<file path="config.mk">
export PLATFORM = sky130hd
export DESIGN_NAME = por_seq_ctrl
export DESIGN_NICKNAME = d
export VERILOG_FILES = /design/src/rtl/por_seq_ctrl.sv
export SDC_FILE = /design/constraint.sdc
export NUM_CORES = 1
export LEC_CHECK = 0
export ABC_AREA = 1
export BUFFER_PORTS_ARGS = -buffer_cell sky130_fd_sc_hd__buf_2
export CORE_AREA = 2 2 126 128
export CTS_CLUSTER_DIAMETER = 60
export CTS_CLUSTER_SIZE = 40
export DETAILED_ROUTE_END_ITERATION = 6
export DIE_AREA = 0 0 128 130
export PLACE_DENSITY_LB_ADDON = 0.3
export SYNTH_ARGS = -nofsm -noshare
export SYNTH_HDL_FRONTEND = slang
export SYNTH_SLANG_ARGS = --single-unit
</file>
<file path="constraint.sdc">
create_clock -name wb_clk_i -period 1.66 [get_ports wb_clk_i]
set_clock_uncertainty 0.1 [all_clocks]
set_input_delay 0.166 -clock wb_clk_i [delete_from_list [all_inputs] [get_ports wb_clk_i]]
set_output_delay 0.166 -clock wb_clk_i [all_outputs]
set_load 0.01 [all_outputs]
</file>
<file path="src/rtl/por_seq_ctrl.sv">
// Power-on reset sequencer: synchronises and debounces reset requests and power-good,
// then releases downstream resets in order (or all at once) with a programmable gap.
module por_seq_ctrl #(
    parameter int NCH         = 4,
    parameter int SYNC_STAGES = 2,
    parameter int DEB_W       = 8,
    parameter int DLY_W       = 16
) (
    input  logic             wb_clk_i,
    input  logic             wb_rst_i,
    input  logic [NCH-1:0]   por_in,
    input  logic             pgood_i,
    input  logic [DEB_W-1:0] deb_len,
    input  logic [DLY_W-1:0] dly_len,
    input  logic             mode,
    input  logic             fault_clr_i,
    output logic [NCH-1:0]   rst_o,
    output logic             seq_done_o,
    output logic [1:0]       status_o,
    output logic             fault_o
);

    localparam int IDX_W = (NCH > 1) ? $clog2(NCH) : 1;
    localparam logic [IDX_W-1:0] IDX_LAST = IDX_W'(NCH - 1);

    typedef enum logic [1:0] {
        S_HOLD    = 2'b00,
        S_RELEASE = 2'b01,
        S_RUN     = 2'b10
    } state_t;

    logic [SYNC_STAGES-1:0][NCH-1:0] r_por_sync;
    logic [SYNC_STAGES-1:0]          r_pg_sync;
    logic [DEB_W-1:0]                r_por_cnt [NCH];
    logic [NCH-1:0]                  r_por_deb;
    logic [DEB_W-1:0]                r_pg_cnt;
    logic                            r_pg_deb;

    state_t            r_state, w_state_nxt;
    logic [NCH-1:0]    r_rst, w_rst_nxt;
    logic [DLY_W-1:0]  r_dcnt, w_dcnt_nxt;
    logic [IDX_W-1:0]  r_idx, w_idx_nxt;
    logic              r_mode, w_mode_nxt;
    logic              r_done;
    logic              r_fault;

    logic [NCH-1:0]    w_por_s;
    logic              w_pg_s;
    logic              w_hold_req;
    logic              w_pg_fall;

    assign w_por_s    = r_por_sync[SYNC_STAGES-1];
    assign w_pg_s     = r_pg_sync[SYNC_STAGES-1];
    assign w_hold_req = (|r_por_deb) | ~r_pg_deb;
    // True on the edge where the debounced power-good flips to 0.
    assign w_pg_fall  = r_pg_deb & ~w_pg_s & (r_pg_cnt == deb_len);

    // Synchronisers and debouncers; reset values request HOLD.
    always_ff @(posedge wb_clk_i) begin
        if (wb_rst_i) begin
            r_por_sync <= '1;
            r_pg_sync  <= '0;
            for (int i = 0; i < NCH; i++) r_por_cnt[i] <= '0;
            r_por_deb  <= '1;
            r_pg_cnt   <= '0;
            r_pg_deb   <= 1'b0;
        end else begin
            r_por_sync <= {r_por_sync[SYNC_STAGES-2:0], por_in};
            r_pg_sync  <= {r_pg_sync[SYNC_STAGES-2:0], pgood_i};
            for (int i = 0; i < NCH; i++) begin
                if (w_por_s[i] == r_por_deb[i]) begin
                    r_por_cnt[i] <= '0;
                end else if (r_por_cnt[i] == deb_len) begin
                    r_por_deb[i] <= w_por_s[i];
                    r_por_cnt[i] <= '0;
                end else begin
                    r_por_cnt[i] <= r_por_cnt[i] + 1'b1;
                end
            end
            if (w_pg_s == r_pg_deb) begin
                r_pg_cnt <= '0;
            end else if (r_pg_cnt == deb_len) begin
                r_pg_deb <= w_pg_s;
                r_pg_cnt <= '0;
            end else begin
                r_pg_cnt <= r_pg_cnt + 1'b1;
            end
        end
    end

    always_ff @(posedge wb_clk_i) begin
        if (wb_rst_i) begin
            r_state <= S_HOLD;
            r_rst   <= '1;
            r_dcnt  <= '0;
            r_idx   <= '0;
            r_mode  <= 1'b0;
            r_done  <= 1'b0;
            r_fault <= 1'b0;
        end else begin
            r_state <= w_state_nxt;
            r_rst   <= w_rst_nxt;
            r_dcnt  <= w_dcnt_nxt;
            r_idx   <= w_idx_nxt;
            r_mode  <= w_mode_nxt;
            r_done  <= (w_state_nxt == S_RUN);
            // A new brown-out beats a simultaneous clear request.
            if (w_pg_fall && (r_state == S_RELEASE || r_state == S_RUN))
                r_fault <= 1'b1;
            else if (fault_clr_i)
                r_fault <= 1'b0;
        end
    end

    always_comb begin
        w_state_nxt = r_state;
        w_rst_nxt   = r_rst;
        w_dcnt_nxt  = r_dcnt;
        w_idx_nxt   = r_idx;
        w_mode_nxt  = r_mode;
        if (w_hold_req) begin
            w_state_nxt = S_HOLD;
            w_rst_nxt   = '1;
            w_dcnt_nxt  = '0;
            w_idx_nxt   = '0;
        end else begin
            case (r_state)
                S_HOLD: begin
                    w_state_nxt = S_RELEASE;
                    w_rst_nxt   = '1;
                    w_dcnt_nxt  = '0;
                    w_idx_nxt   = '0;
                    w_mode_nxt  = mode;
                end
                S_RELEASE: begin
                    if (r_dcnt == dly_len) begin
                        w_dcnt_nxt = '0;
                        if (r_mode) begin
                            w_rst_nxt   = '0;
                            w_state_nxt = S_RUN;
                        end else begin
                            w_rst_nxt[r_idx] = 1'b0;
                            w_idx_nxt        = r_idx + 1'b1;
                            if (r_idx == IDX_LAST) w_state_nxt = S_RUN;
                        end
                    end else begin
                        w_dcnt_nxt = r_dcnt + 1'b1;
                    end
                end
                S_RUN: begin
                    w_rst_nxt = '0;
                end
                default: begin
                    w_state_nxt = S_HOLD;
                    w_rst_nxt   = '1;
                end
            endcase
        end
    end

    assign rst_o      = r_rst;
    assign seq_done_o = r_done;
    assign status_o   = r_state;
    assign fault_o    = r_fault;

endmodule

</file>
# Word-level counts from Yosys, hierarchy flattened
# Memory sizes are Yosys's and may differ from the RTL's.
# Cells that the tools add are included.
# classes
addsub	7
n_mul	0
n_div	0
order_cmp	2
n_eq_ne	17
shift	0
mux	75
bitwise	25
n_reduce_logical	16
# op_table
op	n
two-way mux 8 bit	12
two-way mux 1 bit	49
adder 8 x 1 -> 8 bit (second input constant)	5
== test 8 bit	5
one-hot mux 16 bit (2 select lines)	1
adder 16 x 1 -> 16 bit (second input constant)	1
== test 16 bit	1
two-way mux 16 bit	1
bitwise OR 1 bit	13
two-way mux 2 bit	6
AND reduction 2 bit	6
two-way mux 4 bit	2
NOT 1 bit	8
one-hot mux 4 bit (2 select lines)	1
== test 2 bit (second input constant)	3
one-hot mux 2 bit (3 select lines)	1
== test 1 bit	5
bitwise AND 4 bit	1
NOT 4 bit	1
one-hot mux 2 bit (2 select lines)	1
nonzero test 2 bit	2
OR reduction 4 bit	1
less-than comparator 2 x 3 -> 1 bit (second input constant)	1
AND reduction 3 bit	1
12 further kinds	14
# word_totals
ff_bits	50
latch_bits	0
mem_bits_rw	32
mem_bits_ro	0
in_bits	33
output_inout_bits	8
wordCells	159
mem_count	1
# memory_table
memory	depth	width	rd	rd_ports_with_merged_regs	write_ports	line	text
r_por_cnt	4	8	4	0	4	34	logic [DEB_W-1:0] r_por_cnt [NCH];

# Longest topological paths before layout
# depth
ltp_word	9
ltp_mapped	14
ltp_nobuf	13

# Worst setup path after synthesis
# No wires, ideal clock.
# synth_timing
kind	flip-flop to flip-flop
startpoint	reg r_state[1], in the netlist status_o[1]
endpoint	reg r_dcnt[14]
setup_ps	66
t_arrival_ps	1602
setup_slack_ps	-108
stages_incl_launch_ff	8
n_path_buf	2
synth_period_minus_slack_ps	1768
cell_sequence	dfxtp_1 > inv_1 > ha_1 > clkbuf_1 > nor2_1 > buf_2 > nand2_1 > a21oi_2
# synth_via
elab_chain_len	2
word_cells_on_any_way	4
cone_classes	1 x eq/ne; 1 x mux; 2 x reduce/logical
# synth_rtl
element	line	text
start: declaration	39	state_t r_state, w_state_nxt;
start signal: assignment	101	r_state <= w_state_nxt;
== test 2 x 1 -> 1 bit or logical NOT 2 bit (tied branches)	127	case (r_state)
one-hot mux 16 bit (2 select lines) or nonzero test 2 bit (tied branches)	n/a	
end signal: assignment	103	r_dcnt <= w_dcnt_nxt;
end: declaration	41	logic [DLY_W-1:0] r_dcnt, w_dcnt_nxt;
# Parallel ways exist; a longest one is shown, timed or not.
# A chain may end at the register's enable or synchronous reset.

==> impl_metrics.csv <==
group,metric,value,unit
outcome,outcome,"finished with violations",
outcome,violations,"setup timing",
worst_setup_path,crit_required,1660,ps
worst_hold_path,hold_depth,3,
route,drc,0,
floorplanning,die_x,128,um
timing,timing.fmax,590,MHz
placed_design,place_inst,919,
worst_hold_path,min_path_type,"primary input to flop",
timing,post-route-period-util,102,%
global_route,antenna_found_initial,0,
worst_setup_path,r2r_end,"r_por_cnt[2][4]",
clock_tree,cts_root_buf,"clkbuf_16",
route,drt-initial-drc-count,153,
worst_setup_path,r2r_cells,5,
floorplanning,ioPinCount,41,
global_route,grt_util_all_layers,13.0,%
logic_synthesis,synth_area_leaders,"dfxtp_1, edfxtp_1, nand2_1",
timing,slew_violations,0,
route,viasPerCell,4.30,
pwr,power_frac_comb,8.4,%
finish,antenna_cells,0,
worst_setup_path,cp.arrival,1700,ps
worst_hold_path,worstHoldStart,"mode",
worst_setup_path,crit_path_max_incr_delay,410,ps
logic_synthesis,synthFlopType,"dfxtp_1",
timing,layout_setup_ws,-35.1,ps
worst_setup_path,cp_slowest_cell,"edfxtp_1",
floorplanning,core,15400,um2
clock_tree,cts_tree,"done",
floorplanning,rows,46,
route,firstDrtPassIters,4,
global_route,grt_pass1_vias,3754,
worst_setup_path,reg2reg_slack,-40,ps
worst_hold_path,min_to,"r_mode",
logic_synthesis,synth.most_common_cell,"nand2_1",
logic_synthesis,synth_cells,602,
placed_design,dpl.hpwl,7670,um
clock_tree,clockBufferDepth,2,
job,drv_cap,0,
global_route,grt_pass1_wl,17000,um
worst_setup_path,crit_path_end_kind,"flop",
pwr,p_seq_share,45.8,%
logic_synthesis,yosysWarnings,0,
clock_tree,numCtsBuffers,9,
finish,nets,813,
pwr,clockPowerShare,45.8,%
logic_synthesis,synth_seq_cells,82,
floorplanning,die_height,130,um
logic_synthesis,synth-edff-count,32,
pwr,ir_drop,0.649,mV
logic_synthesis,synth_top_area_share,21.5,%
finish,syn_to_final_growth,40.4,%
pwr,switching_share,23.1,%
global_route,grt_remaining_overflow,0,
timing,fin_tns_setup,-132,ps
pwr,p_leak,2.75,nW
worst_setup_path,cp-start-kind,"flop",
clock_tree,cts.reportedPaths.clkPinSlew,70,ps
logic_synthesis,ys_seq_area_share,42.1,%
timing,grt_setup_unrepaired,"true",
global_route,grt_max_degree,15,
logic_synthesis,yosysTopAreaCell,"dfxtp_1",
placed_design,place.port_buffers,40,
timing,setup_violations,8,
pwr,power.switching,0.00109,W
route,vias,4135,
timing,hold_violations,0,
clock_tree,htree_levels,3,
logic_synthesis,synth_common_cells,"nand2_1, inv_1, nor2_1",
worst_setup_path,path_cells,"xor2_1, nor4b_2, nand2_1, nand2_4, nor3b_2",
floorplanning,initial_utilization,30.2,%
route,post_drt_wl_per_cell,11.2,um
clock_tree,cts.sinks,82,
pwr,powerDensity,724,nW/um2
worst_setup_path,critPathMaxFanout,8,
placed_design,place_ws,-129,ps
finish,stdcell_count,962,
logic_synthesis,async_flop_share,0,%
route,wl,10800,um
clock_tree,insertion_delay,350,ps
logic_synthesis,synth_cell_types,34,
timing,period_minus_slack,1700,ps
logic_synthesis,syn_area,4660,um2
placed_design,globalplace.congestion,0.782,
worst_setup_path,r2r_start,"r_por_cnt[2][4]",
floorplanning,dieArea,16600,um2
worst_setup_path,path_class,"flop to flop",
pwr,p_int,0.00364,W
finish,drive_gt1_share,31.7,%
route,ant_nets,0,
logic_synthesis,avgSynthCellArea,7.74,um2
pwr,p_total,0.00473,W
per-stage QoR:
stage          instance area (um2)  hold slack, ps  util (%)
6_report                      6540            12.1      42.4
5_1_grt                       6540            50.6      42.4
4_1_cts                       6140            1.59      39.8
3_5_place_dp                  5670             252      36.8
3_3_place_gp                  5670             253      36.8
2_1_floorplan                 4790             170         -
power by group through the flow:
stage                     logic, W  registers, W  clock network [W]
after floorplan           0.000211       0.00222                  0
after global placement    0.000343       0.00222                  0
after detailed placement  0.000344       0.00222                  0
after CTS                 0.000367       0.00217            0.00222
after global routing      0.000448       0.00217            0.00231
final                     0.000399       0.00217            0.00217
layout make-up:
type	instances	area, um2
well taps	192	240
repair buffers	135	982
clock inverters	7	90.1
clock buffers	9	225
multi-input cells	460	2720
flip-flops and latches	82	1990
fillers	1569	8890
inverters	77	289
placed cells by master, fill, tap and decap left out, types with 13 or more instances in the layout:
cell type and n:
xnor2_1 36, xor2_1 21, o21ai_0 15, a21oi_1 28, dfxtp_1 34, nand3_1 25
ha_1 13, buf_2 40, dfxtp_2 13, edfxtp_1 32, buf_4 77, conb_1 32
nor2_2 14, inv_1 68, nand2_1 133, nor2_1 51
kinds of logic (layout without fill, tap and decap cells):
logic type	Yosys count	in the layout	share of synthesized area, %
compound gates	62	62	7.33
flops	82	82	42.1
other cells	1	32	0.0805
fa+ha+maj	15	15	4.03
buf+inv	91	228	7.84
simple gates	293	293	27.7
xor+xnor	58	58	10.9
worst max-delay path by stage:
stage	start	end	cells past startpoint
3_3_place_gp	r_por_cnt[2][6]	r_por_cnt[2][4]	5
2_1_floorplan	status_o[0]	rst_o[0]	6
4_1_cts	r_dcnt[1]	r_dcnt[15]	11
5_1_grt	r_dcnt[0]	r_dcnt[14]	11
3_5_place_dp	r_por_cnt[2][6]	r_por_cnt[2][4]	5
6_report	r_por_cnt[2][4]	r_por_cnt[2][4]	5
metal layers:
layer	up-vias	global-route usage, %	share of wire (%)
met5	-	0	0
met4	0	4.65	1.7
met3	17	3.32	3.0
met2	45	22.3	48
met1	1866	15.9	47
li1	2207	-	-
worst max-delay path, delay by kind of cell, from the launching register on:
family,cells,cell delay (ps)
AND/OR/NAND/NOR,4,750
flip-flops,1,410
XOR/XNOR,1,190
registers in the layout, indices dropped and copies added, names as in the netlist:
signal      flops
r_por_cnt      32
r_por_deb       4
fault_o         1
r_idx           2
r_mode          1
status_o        2
r_por_sync      4
rst_o           4
w_por_s         4
r_pg_cnt        8
r_dcnt         16
r_pg_deb        1
seq_done_o      1
r_pg_sync       2
timing repair:
item / CTS / global route
hold buffers: 6 / 0
buffers inserted: 4 / 17
pin swaps: 14 / 37
endpoints found under the hold margin: 6 / 0
gates cloned: 0 / 1
setup endpoints to repair: 30 / 57
resized for setup: 20 / 86
(Power assumes the default switching activity.)
